[config.mk]
export PLATFORM = sky130hd
export DESIGN_NAME = spi_tx_arbiter
export DESIGN_NICKNAME = d
export VERILOG_FILES = /design/src/rtl/spi_tx_arbiter.sv
export SDC_FILE = /design/constraint.sdc
export NUM_CORES = 1
export LEC_CHECK = 0
export CORE_MARGIN = 2
export CORE_UTILIZATION = 55
export CTS_BUF_LIST = sky130_fd_sc_hd__clkbuf_8
export DETAILED_ROUTE_END_ITERATION = 10
export GPL_ROUTABILITY_DRIVEN = 1
export GPL_TIMING_DRIVEN = 0
export PLACE_DENSITY = 0.87
export SYNTH_ARGS = -nofsm -noshare
export SYNTH_HDL_FRONTEND = slang
export SYNTH_SLANG_ARGS = --single-unit
[constraint.sdc]
create_clock -name clk_i -period 3.6 [get_ports clk_i]
set_clock_uncertainty 0.2 [all_clocks]
set_input_delay 0.54 -clock clk_i [delete_from_list [all_inputs] [get_ports clk_i]]
set_output_delay 0.54 -clock clk_i [all_outputs]
set_load 0.01 [all_outputs]
[src/rtl/spi_tx_arbiter.sv]
// Round-robin arbiter that merges several byte-stream requesters into one SPI TX FIFO push port.
// An owner keeps the port until its packet ends, its burst budget runs out or it stalls too long.
module spi_tx_arbiter #(
    parameter int NumReq      = 2,
    parameter int MaxBurst    = 16,
    parameter int IdleTimeout = 64
) (
    input  logic                  clk_i,
    input  logic                  rst_ni,
    input  logic [NumReq-1:0]     req_valid_i,
    input  logic [NumReq*8-1:0]   req_data_i,
    input  logic [NumReq-1:0]     req_last_i,
    output logic [NumReq-1:0]     req_ready_o,
    output logic                  tx_valid_o,
    output logic [7:0]            tx_data_o,
    input  logic                  tx_ready_i,
    output logic [NumReq-1:0]     grant_o,
    output logic                  trunc_o,
    output logic                  timeout_o
);

    localparam int IdxW = $clog2(NumReq);

    typedef enum logic {
        IDLE,
        LOCKED
    } state_e;

    state_e                 state_q;
    logic [IdxW-1:0]        owner_q;
    logic [IdxW-1:0]        rr_ptr_q;
    logic [NumReq-1:0]      grant_q;
    logic [7:0]             byte_cnt_q;
    logic [9:0]             stall_cnt_q;
    logic                   trunc_q;
    logic                   timeout_q;

    logic                   locked;
    logic                   owner_valid;
    logic                   owner_last;
    logic                   xfer;
    logic                   burst_hit;
    logic                   stall_hit;
    logic                   release_last;
    logic                   release_trunc;
    logic                   release_timeout;
    logic                   release_any;
    logic [IdxW-1:0]        next_owner;

    // First valid requester found searching upward from ptr+1, wrapping around.
    function automatic logic [IdxW-1:0] rr_pick(input logic [NumReq-1:0] valid,
                                                input logic [IdxW-1:0]   ptr);
        logic [IdxW-1:0] pick;
        logic            found;
        int              cand;
        pick  = ptr;
        found = 1'b0;
        for (int i = 1; i <= NumReq; i++) begin
            cand = (int'(ptr) + i) % NumReq;
            if (!found && valid[cand]) begin
                pick  = IdxW'(cand);
                found = 1'b1;
            end
        end
        return pick;
    endfunction

    assign locked      = (state_q == LOCKED);
    assign owner_valid = req_valid_i[owner_q];
    assign owner_last  = req_last_i[owner_q];
    assign xfer        = locked & owner_valid & tx_ready_i;
    assign next_owner  = rr_pick(req_valid_i, rr_ptr_q);

    assign burst_hit = ({1'b0, byte_cnt_q} + 9'd1) == 9'(MaxBurst);
    assign stall_hit = ({1'b0, stall_cnt_q} + 11'd1) == 11'(IdleTimeout);

    // A last byte that also exhausts the burst budget is an ordinary release.
    assign release_last    = xfer & owner_last;
    assign release_trunc   = xfer & ~owner_last & burst_hit;
    assign release_timeout = locked & ~owner_valid & stall_hit;
    assign release_any     = release_last | release_trunc | release_timeout;

    always_comb begin
        tx_valid_o  = 1'b0;
        tx_data_o   = 8'd0;
        req_ready_o = '0;
        if (locked) begin
            tx_valid_o           = owner_valid;
            tx_data_o            = req_data_i[{owner_q, 3'b000} +: 8];
            req_ready_o[owner_q] = tx_ready_i;
        end
    end

    always_ff @(posedge clk_i or negedge rst_ni) begin
        if (!rst_ni) begin
            state_q     <= IDLE;
            owner_q     <= '0;
            rr_ptr_q    <= IdxW'(NumReq - 1);
            grant_q     <= '0;
            byte_cnt_q  <= 8'd0;
            stall_cnt_q <= 10'd0;
            trunc_q     <= 1'b0;
            timeout_q   <= 1'b0;
        end else begin
            trunc_q   <= 1'b0;
            timeout_q <= 1'b0;
            case (state_q)
                IDLE: begin
                    if (|req_valid_i) begin
                        state_q     <= LOCKED;
                        owner_q     <= next_owner;
                        grant_q     <= {{(NumReq-1){1'b0}}, 1'b1} << next_owner;
                        byte_cnt_q  <= 8'd0;
                        stall_cnt_q <= 10'd0;
                    end
                end
                LOCKED: begin
                    if (xfer) begin
                        byte_cnt_q <= byte_cnt_q + 8'd1;
                    end
                    // Backpressure (valid high, ready low) is not a stall.
                    if (owner_valid) begin
                        stall_cnt_q <= 10'd0;
                    end else begin
                        stall_cnt_q <= stall_cnt_q + 10'd1;
                    end
                    if (release_any) begin
                        state_q   <= IDLE;
                        grant_q   <= '0;
                        rr_ptr_q  <= owner_q;
                        trunc_q   <= release_trunc;
                        timeout_q <= release_timeout;
                    end
                end
                default: begin
                    state_q <= IDLE;
                    grant_q <= '0;
                end
            endcase
        end
    end

    assign grant_o   = grant_q;
    assign trunc_o   = trunc_q;
    assign timeout_o = timeout_q;

endmodule

==> impl_metrics.env <==
export IMPL_cts_max_level=1
export IMPL_dpl_hpwl_mm=2.79
export IMPL_synth_edf_count=0
export IMPL_finalWirelength_mm=3.68
export IMPL_path_class="in2out"
export IMPL_drt_pass1_iterations=5
export IMPL_ios=38
export IMPL_rr_worst_depth=7
export IMPL_synth_fp_nets=196
export IMPL_post_route_period_util=0.760
export IMPL_syn_inst=170
export IMPL_min_to="stall_cnt_q[8]$_DFFE_PN0P_"
export IMPL_avgSynthCellArea_um2=9.21
export IMPL_path_max_fanout=7
export IMPL_crit_path_start_kind="input pin"
export IMPL_rsz0062_at_grt="no"
export IMPL_grt_pass1_vias=1401
export IMPL_n_antenna_cell=0
export IMPL_hp_class="reg2reg"
export IMPL_async_flop_share=1.00
export IMPL_tns_ns=0
export IMPL_syn_area_um2=1570
export IMPL_vdd_drop_max_uv=488
export IMPL_synthTopCellsByArea="dfrtp_1 (38%), o21ai_0 (7.7%), nor2b_1 (5.2%)"
export IMPL_slew_viol_final=0
export IMPL_worstReg2RegEnd="rr_ptr_q$_DFFE_PN1P_"
export IMPL_hold_buffers=0
export IMPL_end_kind="output port"
export IMPL_synth_top_flop_cell="dfrtp_1"
export IMPL_cts_setup_buffers=0
export IMPL_wl_per_cell_um=15.2
export IMPL_grt_max_degree=26
export IMPL_r2r_slack_ns=1.17
export IMPL_min_period_ns=2.73
export IMPL_overflow=0
export IMPL_cap_viol_max_count=0
export IMPL_synth_top_area_share=0.383
export IMPL_cts_sinks=25
export IMPL_worstSkewPairLatency_ns=0.27
export IMPL_setup_viol=0
export IMPL_regArea_um2=627
export IMPL_route_detailed_drc=0
export IMPL_cp_slowest_cell="clkdlybuf4s50_1"
export IMPL_synth_distinct_cells=41
export IMPL_yosysTopAreaCell="dfrtp_1"
export IMPL_die_width_um=57.4
export IMPL_critPathMaxStageDelay_ns=0.50
export IMPL_synth_seq_cells=25
export IMPL_powerDensity_nw_per_um2=529
export IMPL_cts_resized=0
export IMPL_hold_path_depth=1
export IMPL_cts_tree="done"
export IMPL_post_dp_cell_area_um2=1980
export IMPL_design_core_area_um2=2730
export IMPL_fmax_ghz=0.366
export IMPL_initial_utilization=0.573
export IMPL_relSlewSlack=0.253
export IMPL_n_fill_cell=200
export IMPL_fp_dieArea_um2=3290
export IMPL_stdcell_area_um2=2020
export IMPL_root_buffer="clkbuf_8"
export IMPL_min_delay_start="stall_cnt_q[8]$_DFFE_PN0P_"
export IMPL_critical_path_arrival_ns=1.99
export IMPL_num_rows=19
export IMPL_path_cells="clkdlybuf4s50_1 -> mux2i_2 -> nor2b_1 -> clkdlybuf4s50_1"
export IMPL_drive_gt1_frac=0.0900
export IMPL_portBuffers=37
export IMPL_nets=238
export IMPL_yosysWarnings=0
export IMPL_worst_pin_slew_ns=1.12
export IMPL_vias=1422
export IMPL_cpMostUsedCell="clkdlybuf4s50_1"
export IMPL_status="completed"
export IMPL_clk_pin_slew_ns=0.09
export IMPL_p_total_mw=1.07
export IMPL_numCtsBuffers=3
export IMPL_via_per_inst=5.88
export IMPL_antenna_found_initial=0
export IMPL_regToRegStartpoint="stall_cnt_q[0]$_DFFE_PN0P_"
export IMPL_grt_pass1_wl_mm=6.30
export IMPL_ant_nets=0
export IMPL_power_leakage_nw=0.852
export IMPL_critical_path_required_ns=2.86
export IMPL_multi_input_area_um2=868
export IMPL_area_delta_synth_final_pct=29.0
export IMPL_die_h_um=57.4
export IMPL_drtIter0Drc=58
export IMPL_hold_viol=0
export IMPL_ys_seq_area_frac=0.400
export IMPL_grt_usage=0.243
export IMPL_clockBufferDepth=2
export IMPL_place_gp_congestion=0.811
power breakdown:
group,internal [mW],leakage (nW),switching (mW),total (mW)
sequential,0.336,0.332,0.0526,0.389
clock,0.0763,0.0269,0.0868,0.163
combinational,0.271,0.493,0.246,0.517
state kept, by name (all words and copies together) (netlist names):
signal / flops
timeout_o: 1
owner_q: 1
locked: 1
grant_o: 2
rr_ptr_q: 1
stall_cnt_q: 10
trunc_o: 1
byte_cnt_q: 8
cells in the mapped netlist, types with 2 or more instances:
master and number:
nor2_1 21, o21ai_0 24, and3_1 5, a32o_1 2, buf_4 4, o31ai_1 4, nand2_1 13, ha_1 3
clkbuf_1 3, mux2i_1 8, xor2_1 2, nand3_1 7, o41ai_1 3, inv_1 2, buf_6 2, xnor2_1 3
nand4_1 2, nor2b_1 13, a31oi_1 2, nor3_1 3, dfrtp_1 24
layout by cell type (no fill, tap or decap), drive strengths merged, types with 4 or more instances in the layout:
cell type / synthesis / final
nor2: 21 / 21
clkdlybuf4s50: 0 / 37
o21ai: 24 / 24
mux2i: 9 / 9
clkbuf: 3 / 6
and3: 6 / 6
dfrtp: 24 / 24
o31ai: 4 / 4
nor2b: 13 / 13
buf: 6 / 6
nand2: 14 / 14
nand3: 8 / 8
worst max-delay path, delay by kind of cell:
kind / cells / cell delay, ns
buffers and inverters: 2 / 1.00
muxes: 1 / 0.38
and+or+nand+nor: 1 / 0.08
per-layer routing:
metal  wire length, µm  vias up  global-route usage
met5                 0        -                   0
met4                31        0              0.0831
met3               121        4              0.0476
met2              1920       36               0.412
met1              1600      683               0.307
li1                  -      699                   -
cell type report:
type,instances,area share
Buffer,9,0.0316
Multi-Input combinational cell,134,0.430
Sequential cell,25,0.310
Clock inverter,1,0.00186
Tap cell,31,0.0192
Clock buffer,3,0.0204
Timing Repair Buffer,37,0.183
Inverter,2,0.00372
metrics by stage:
stage	utilization	hold WS, ns	std cells	setup slack [ns]
2_1_floorplan	-	0.0444	170	1.33
3_3_place_gp	0.723	0.293	238	0.784
3_5_place_dp	0.723	0.302	238	0.744
4_1_cts	0.739	0.314	242	0.865
5_1_grt	0.739	0.334	242	0.777
6_report	0.739	0.313	242	0.865
cell families (layout without fill, tap and decap cells):
| kind of cell | after synthesis | after routing | share of synthesized area |
|---|---|---|---|
| AO/OA/AOI/OAI | 42 | 42 | 0.186 |
| XOR/XNOR | 5 | 5 | 0.0280 |
| adder cells (fa/ha/maj) | 3 | 3 | 0.0240 |
| buffers and inverters | 11 | 52 | 0.0455 |
| flip-flops | 25 | 25 | 0.400 |
| multiplexers | 11 | 11 | 0.0767 |
| AND/OR/NAND/NOR | 73 | 73 | 0.240 |
how the worst max path moves through the flow:
stage                                end  depth (start not counted)  slack, ns                  startpoint
detailed placement  rr_ptr_q$_DFFE_PN1P_                          6       0.74              req_valid_i[0]
finish                        tx_valid_o                          4       0.87              req_valid_i[0]
CTS                           tx_valid_o                          4       0.86              req_valid_i[0]
global placement    rr_ptr_q$_DFFE_PN1P_                          6       0.78              req_valid_i[0]
global route                  tx_valid_o                          4       0.78              req_valid_i[0]
floorplan           rr_ptr_q$_DFFE_PN1P_                          7       1.33  stall_cnt_q[0]$_DFFE_PN0P_
Note: power is estimated with default switching activity, not from simulation.
